**src/rtl/ltc2311_pkg.sv**
```systemverilog
// Shared types and default constants for the LTC2311 capture front end.
// Holds the capture FSM state encoding and the frame-length helper.
package ltc2311_pkg;

   typedef enum logic [2:0] {
      StIdle,
      StConvert,
      StWaitConv,
      StShift,
      StPush
   } state_e;

   localparam int unsigned DefDataWidth          = 16;
   localparam int unsigned DefSckHalfPeriod      = 2;
   localparam int unsigned DefCnvHighCycles      = 4;
   localparam int unsigned DefConvWaitCycles     = 45;
   localparam int unsigned DefSamplePeriodCycles = 128;

   // Cycles from the conversion-start edge up to and including the push cycle.
   function automatic int unsigned frame_cycles(input int unsigned data_width,
                                                input int unsigned sck_half_period,
                                                input int unsigned cnv_high_cycles,
                                                input int unsigned conv_wait_cycles);
      return cnv_high_cycles + conv_wait_cycles + 2 * sck_half_period * data_width + 1;
   endfunction

endpackage

```
**src/rtl/ltc2311_sck_divider.sv**
```systemverilog
// Serial clock generator for the LTC2311 read-out: low half first, then high half,
// flagging the edge that raises SCK (sample point) and the end of the final bit.
module ltc2311_sck_divider
   import ltc2311_pkg::*;
#(
   parameter int unsigned DATA_WIDTH      = DefDataWidth,
   parameter int unsigned SCK_HALF_PERIOD = DefSckHalfPeriod
) (
   input  logic clock,
   input  logic reset,
   input  logic active,
   output logic sck,
   output logic sample,
   output logic last
);

   localparam int unsigned HalfWidth = (SCK_HALF_PERIOD > 1) ? $clog2(SCK_HALF_PERIOD) : 1;
   localparam int unsigned BitWidth  = (DATA_WIDTH > 1) ? $clog2(DATA_WIDTH) : 1;
   localparam logic [HalfWidth-1:0] HalfLast = HalfWidth'(SCK_HALF_PERIOD - 1);
   localparam logic [BitWidth-1:0]  BitLast  = BitWidth'(DATA_WIDTH - 1);

   logic [HalfWidth-1:0] half_q;
   logic [BitWidth-1:0]  bit_q;
   logic                 sck_q;
   logic                 half_end;

   assign half_end = active && (half_q == HalfLast);
   assign sample   = half_end && !sck_q;
   assign last     = half_end && sck_q && (bit_q == BitLast);
   assign sck      = sck_q;

   // Counters sit at zero whenever no shift is in progress, so every frame starts clean.
   always_ff @(posedge clock) begin
      if (reset || !active) begin
         half_q <= '0;
         bit_q  <= '0;
         sck_q  <= 1'b0;
      end else if (half_end) begin
         half_q <= '0;
         sck_q  <= !sck_q;
         if (sck_q) begin
            bit_q <= bit_q + BitWidth'(1);
         end
      end else begin
         half_q <= half_q + HalfWidth'(1);
      end
   end

endmodule

```
**src/rtl/ltc2311_capture.sv**
```systemverilog
// LTC2311 capture engine: periodic conversion start, serial read-out of one word
// and a single-cycle push into a downstream synchronous FIFO.
module ltc2311_capture
   import ltc2311_pkg::*;
#(
   parameter int unsigned DATA_WIDTH           = DefDataWidth,
   parameter int unsigned SCK_HALF_PERIOD      = DefSckHalfPeriod,
   parameter int unsigned CNV_HIGH_CYCLES      = DefCnvHighCycles,
   parameter int unsigned CONV_WAIT_CYCLES     = DefConvWaitCycles,
   parameter int unsigned SAMPLE_PERIOD_CYCLES = DefSamplePeriodCycles
) (
   input  logic                  clock,
   input  logic                  reset,
   input  logic                  enable,
   input  logic                  adc_sdo,
   output logic                  adc_cnv,
   output logic                  adc_sck,
   output logic [DATA_WIDTH-1:0] write_data,
   output logic                  write_increment,
   input  logic                  full,
   output logic [15:0]           overrun_count,
   output logic                  busy
);

   localparam int unsigned FrameCycles =
      frame_cycles(DATA_WIDTH, SCK_HALF_PERIOD, CNV_HIGH_CYCLES, CONV_WAIT_CYCLES);
   localparam int unsigned PeriodWidth =
      (SAMPLE_PERIOD_CYCLES > 1) ? $clog2(SAMPLE_PERIOD_CYCLES) : 1;
   localparam int unsigned TimerMax =
      (CNV_HIGH_CYCLES > CONV_WAIT_CYCLES) ? CNV_HIGH_CYCLES : CONV_WAIT_CYCLES;
   localparam int unsigned TimerWidth = (TimerMax > 1) ? $clog2(TimerMax) : 1;

   localparam logic [PeriodWidth-1:0] PeriodLast = PeriodWidth'(SAMPLE_PERIOD_CYCLES - 1);
   localparam logic [TimerWidth-1:0]  CnvLast    = TimerWidth'(CNV_HIGH_CYCLES - 1);
   localparam logic [TimerWidth-1:0]  WaitLast   = TimerWidth'(CONV_WAIT_CYCLES - 1);

   if (FrameCycles > SAMPLE_PERIOD_CYCLES) begin : g_frame_check
      $error("ltc2311_capture: frame of %0d cycles exceeds sample period of %0d",
             FrameCycles, SAMPLE_PERIOD_CYCLES);
   end
   if (SCK_HALF_PERIOD < 1 || CNV_HIGH_CYCLES < 1 || CONV_WAIT_CYCLES < 1
       || DATA_WIDTH < 2) begin : g_param_check
      $error("ltc2311_capture: timing parameters must be >= 1 and DATA_WIDTH >= 2");
   end

   state_e                  state_q;
   logic [PeriodWidth-1:0]  period_q;
   logic [TimerWidth-1:0]   timer_q;
   logic [DATA_WIDTH-1:0]   shift_q;
   logic [DATA_WIDTH-1:0]   write_data_q;
   logic [15:0]             overrun_q;
   logic                    adc_cnv_q;
   logic                    write_increment_q;
   logic                    busy_q;
   logic                    shift_active;
   logic                    sck_sample;
   logic                    sck_last;

   assign shift_active    = (state_q == StShift);
   assign adc_cnv         = adc_cnv_q;
   assign write_data      = write_data_q;
   assign write_increment = write_increment_q;
   assign overrun_count   = overrun_q;
   assign busy            = busy_q;

   ltc2311_sck_divider #(
      .DATA_WIDTH      (DATA_WIDTH),
      .SCK_HALF_PERIOD (SCK_HALF_PERIOD)
   ) u_sck_divider (
      .clock  (clock),
      .reset  (reset),
      .active (shift_active),
      .sck    (adc_sck),
      .sample (sck_sample),
      .last   (sck_last)
   );

   // Free-running sample-period timer; parked at zero while disabled so that
   // raising enable starts a conversion on the very next edge.
   always_ff @(posedge clock) begin
      if (reset || !enable) begin
         period_q <= '0;
      end else if (period_q == PeriodLast) begin
         period_q <= '0;
      end else begin
         period_q <= period_q + PeriodWidth'(1);
      end
   end

   always_ff @(posedge clock) begin
      if (reset) begin
         state_q           <= StIdle;
         timer_q           <= '0;
         shift_q           <= '0;
         write_data_q      <= '0;
         overrun_q         <= '0;
         adc_cnv_q         <= 1'b0;
         write_increment_q <= 1'b0;
         busy_q            <= 1'b0;
      end else begin
         write_increment_q <= 1'b0;
         if (sck_sample) begin
            shift_q <= {shift_q[DATA_WIDTH-2:0], adc_sdo};
         end
         case (state_q)
            StIdle: begin
               if (enable && (period_q == '0)) begin
                  state_q   <= StConvert;
                  adc_cnv_q <= 1'b1;
                  busy_q    <= 1'b1;
                  timer_q   <= '0;
               end
            end
            StConvert: begin
               if (timer_q == CnvLast) begin
                  state_q   <= StWaitConv;
                  adc_cnv_q <= 1'b0;
                  timer_q   <= '0;
               end else begin
                  timer_q <= timer_q + TimerWidth'(1);
               end
            end
            StWaitConv: begin
               if (timer_q == WaitLast) begin
                  state_q <= StShift;
                  timer_q <= '0;
               end else begin
                  timer_q <= timer_q + TimerWidth'(1);
               end
            end
            StShift: begin
               if (sck_last) begin
                  state_q <= StPush;
               end
            end
            StPush: begin
               // A full FIFO drops the word and counts it instead of stalling the frame.
               if (!full) begin
                  write_increment_q <= 1'b1;
                  write_data_q      <= shift_q;
               end else if (overrun_q != 16'hFFFF) begin
                  overrun_q <= overrun_q + 16'd1;
               end
               state_q <= StIdle;
               busy_q  <= 1'b0;
            end
            default: begin
               state_q   <= StIdle;
               adc_cnv_q <= 1'b0;
               busy_q    <= 1'b0;
            end
         endcase
      end
   end

endmodule

```
**config.mk**
```make
export PLATFORM = sky130hd
export DESIGN_NAME = ltc2311_capture
export DESIGN_NICKNAME = d
export VERILOG_FILES = /design/src/rtl/ltc2311_pkg.sv /design/src/rtl/ltc2311_sck_divider.sv /design/src/rtl/ltc2311_capture.sv
export SDC_FILE = /design/constraint.sdc
export NUM_CORES = 1
export LEC_CHECK = 0
export ABC_AREA = 1
export CAP_MARGIN = 20
export CORE_MARGIN = 8
export CORE_UTILIZATION = 60
export CTS_BUF_LIST = sky130_fd_sc_hd__clkbuf_4 sky130_fd_sc_hd__clkbuf_8 sky130_fd_sc_hd__clkbuf_16
export CTS_CLUSTER_SIZE = 14
export DETAILED_ROUTE_END_ITERATION = 7
export PLACE_DENSITY_LB_ADDON = 0.12
export SLEW_MARGIN = 25
export SYNTH_ARGS = -nofsm -noshare
export SYNTH_HDL_FRONTEND = slang
export SYNTH_HIERARCHICAL = 1
export SYNTH_SLANG_ARGS = --single-unit
```
**constraint.sdc**
```tcl
create_clock -name clock -period 2.84 [get_ports clock]
set_input_delay 0.71 -clock clock [delete_from_list [all_inputs] [get_ports clock]]
set_output_delay 0.71 -clock clock [all_outputs]
set_load 0.005 [all_outputs]
```
==> results.py <==
metrics = {
    "global_routing": {
        "grt_pass1_wl_um": 12400,
        "grt_util_all_layers_pct": 17.3,
        "grt-ovfl-total": 0,
        "grt_pass1_vias": 2858,
        "antenna_found_initial": 0,
        "grt_max_degree": 37,
    },
    "pwr": {
        "vdd_ir_drop_max_uv": 372,
        "seqPwrFrac_pct": 44.3,
        "clock_power_share_pct": 41.5,
        "switching_share_pct": 26.1,
        "powerDensity_nw_per_um2": 591,
        "pwr-share-comb_pct": 14.1,
        "internal-power_mw": 1.82,
        "p_sw_mw": 0.642,
        "p_leak_nw": 1.67,
    },
    "yosys": {
        "async_flop_share_pct": 0,
        "yosys.area.top_type": "dfxtp_1",
        "synth_fp_nets": 493,
        "ys_seq_area_share_pct": 42.3,
        "synthesis.instances": 482,
        "syn_avg_cell_area_um2": 7.16,
        "synth.most_common_cell": "nand2_1",
        "synth_common_cells": "nand2_1, nor2_1, dfxtp_1",
        "synth_flop_cell": "dfxtp_1",
        "yosys-top-cells-area": "dfxtp_1, nand2_1, nor2_1",
        "synth-edff-count": 0,
        "synth_top_area_share_pct": 42.3,
        "synth_cell_type_count": 35,
        "ys_ff_latch": 73,
        "yosysWarnings": 6,
        "synth_area_um2": 3450,
    },
    "hold_path": {
        "hp-start": "write_data[10]$_SDFFE_PP0P_",
        "min_to": "write_data[10]$_SDFFE_PP0P_",
        "hold_class": "flip-flop to flip-flop",
        "hold-path-cell-count": 2,
    },
    "setup_path": {
        "r2r_setup_slack_ns": 0.65,
        "cp.buffers_inverters": 3,
        "required_ns": 3.08,
        "cp.depth": 12,
        "path_class": "flip-flop to flip-flop",
        "cp-end-kind": "flip-flop",
        "slowest_delay_ns": 0.60,
        "arrival_ns": 2.43,
        "r2r_start": "state_q[0]$_SDFFE_PP0P_",
        "setup.worst_path.start_class": "flip-flop",
        "cpMaxStageDelayCell": "nor3_1",
        "worst-r2r-cell-count": 12,
        "cp_top_family": "simple AND/OR/NAND/NOR gates",
        "crit_path_cell_trace": "inv_1, nor3_1, nand3_2, clkinv_2, nand3_2, nor2_2, inv_1, nand2_1, nand2_1, nor2_1, and2_1, nor2_1",
        "r2r_end": "state_q[0]$_SDFFE_PP0P_",
        "critPathMaxFanout": 6,
    },
    "cts": {
        "clock-sinks": 73,
        "h-tree-depth": 3,
        "cts_tree": "yes",
        "insertion_delay_ns": 0.34,
        "cts.repair.resized": 0,
        "postCtsSetupRepairBufs": 0,
        "cts.path.max_buffers": 2,
        "numCtsBuffers": 9,
        "ctsHoldBuffers": 0,
        "clkTransAtPathRegs_ns": 0.07,
        "root_buffer": "clkbuf_8",
    },
    "route": {
        "drt_iter0_drc": 174,
        "avgViaCountPerCell": 5.29,
        "drc": 0,
        "wl_per_cell_um": 12.4,
        "drtAntennaViolNets": 0,
        "drt_pass1_iterations": 4,
        "via_count": 3179,
        "drt-total-wl_um": 7430,
    },
    "timing": {
        "setup_violations": 0,
        "fin_crit_sh_pct": 77.1,
        "fin_tns_setup_ns": 0,
        "clock_skew_ns": 0.0114,
        "rsz0062_at_grt": "false",
        "hold_viol_final": 0,
        "maxSlewHeadroom_pct": 51.1,
        "clock.fmax_ghz": 0.457,
        "worstMarginPinSlew_ns": 0.728,
        "report.final.slew_viol_count": 0,
        "finalCriticalPeriod_ns": 2.19,
    },
    "final_layout": {
        "fin_nets": 535,
        "fillers": 432,
        "seqCellArea_um2": 1460,
        "finalNonFillerCells": 601,
        "drive_gt1_share_pct": 11.2,
        "area_growth_pct": 20.4,
        "multi_input_area_um2": 1740,
        "insertedDiodeCount": 0,
    },
    "placement": {
        "dp_hpwl_um": 5250,
        "placedCellCount": 585,
        "port_buffers": 40,
        "gp_congestion": 0.866,
    },
    "die": {
        "die_x_um": 91.9,
        "dieArea_um2": 8440,
        "ios": 41,
        "die_y_um": 91.9,
        "num_rows": 27,
        "initial_utilization_pct": 62.3,
        "core-area_um2": 5540,
    },
    "job": {
        "cap_viol_max_count": 0,
    },
    "outcome": {
        "status": "finished, final reports clean",
    },
}
## stage by stage
| stage | hold slack, ns | area [um2] | power (mW) | utilization, % | setup slack, ns |
|---|---|---|---|---|---|
| floorplan | 0.430 | 3450 | 1.37 | - | 1.11 |
| global placement | 0.447 | 3900 | 1.45 | 70.4 | 0.708 |
| detailed placement | 0.455 | 3900 | 1.46 | 70.4 | 0.648 |
| CTS | 0.469 | 4160 | 2.47 | 75.0 | 0.675 |
| global route | 0.487 | 4160 | 2.58 | 75.0 | 0.434 |
| finish | 0.467 | 4160 | 2.46 | 75.0 | 0.651 |
## routing by layer
layer  global-route usage [%]  vias to the layer above  routed length [um]
li1                         -                     1636                   -
met1                     20.4                     1469                3420
met2                     28.7                       67                3600
met3                     3.75                        7                 341
met4                     8.99                        0                  65
met5                        0                        -                   0
## placed cells by master, fill, tap and decap left out, drive strengths merged
| cell type | netlist | routed |
|---|---|---|
| o211ai | 1 | 1 |
| nand4 | 4 | 4 |
| clkbuf | 7 | 12 |
| a31oi | 1 | 1 |
| and2 | 1 | 1 |
| xnor2 | 2 | 2 |
| ha | 6 | 6 |
| o21bai | 1 | 1 |
| buf | 6 | 4 |
| nor3b | 1 | 1 |
| dfxtp | 73 | 73 |
| xor2 | 3 | 3 |
| clkinv | 2 | 3 |
| inv | 45 | 45 |
| nand3 | 46 | 46 |
| nand2 | 116 | 116 |
| clkdlybuf4s50 | 0 | 40 |
| o21ai | 29 | 29 |
| nand3b | 3 | 3 |
| bufinv | 0 | 3 |
| nor3 | 6 | 6 |
| a21oi | 39 | 39 |
| nor2 | 90 | 90 |
## worst max path at each step
stage	start	slack, ns	to
floorplan	state_q[0]$_SDFFE_PP0P_	1.11	shift_q[10]$_SDFFE_PP0P_
global placement	reset	0.71	u_sck_divider/bit_q[0]$_SDFFE_PP0P_
CTS	state_q[0]$_SDFFE_PP0P_	0.67	state_q[0]$_SDFFE_PP0P_
finish	state_q[0]$_SDFFE_PP0P_	0.65	state_q[0]$_SDFFE_PP0P_
global route	state_q[0]$_SDFFE_PP0P_	0.43	state_q[0]$_SDFFE_PP0P_
detailed placement	reset	0.65	u_sck_divider/bit_q[0]$_SDFFE_PP0P_
## area by class of cell
| type | count | share of cell area, % |
|---|---|---|
| Clock buffer | 12 | 3.82 |
| Clock inverter | 4 | 2.38 |
| Inverter | 47 | 4.27 |
| Multi-Input combinational cell | 349 | 41.9 |
| Sequential cell | 73 | 35.1 |
| Tap cell | 72 | 2.17 |
| Timing Repair Buffer | 44 | 10.4 |
## flip-flops by register name, summed over array words and instances, names as in the netlist
signal,cells
overrun_count,16
shift_q,16
write_data,16
period_q,7
timer_q,6
u_sck_divider/bit_q,4
state_q,3
adc_cnv,1
busy,1
u_sck_divider/half_q,1
u_sck_divider/sck,1
write_increment,1
## power groups by stage
| stage | clock network [mW] | logic (mW) | registers, mW |
|---|---|---|---|
| finish | 1.02 | 0.347 | 1.09 |
| global route | 1.08 | 0.404 | 1.09 |
| CTS | 1.03 | 0.345 | 1.09 |
| detailed placement | 0 | 0.344 | 1.11 |
| global placement | 0 | 0.334 | 1.11 |
| floorplan | 0 | 0.262 | 1.11 |
## logic make-up (layout without fill, tap and decap cells)
family          Yosys count  count (layout)  synth area share (%)
simple gates            267             267                  35.3
xor+xnor                  5               5                  1.27
flops                    73              73                  42.3
fa+ha+maj                 6               6                  2.17
buf+inv                  60             107                  7.25
compound gates           71              71                  11.7
## worst register-to-register path, cell delays in order, from the launching register on
cell	delay [ns]
dfxtp_1	0.36
inv_1	0.07
nor3_1	0.60
nand3_2	0.22
clkinv_2	0.14
nand3_2	0.09
nor2_2	0.08
inv_1	0.04
nand2_1	0.05
nand2_1	0.07
nor2_1	0.18
and2_1	0.16
nor2_1	0.04
No activity file was read; power rests on OpenSTA's default activity.
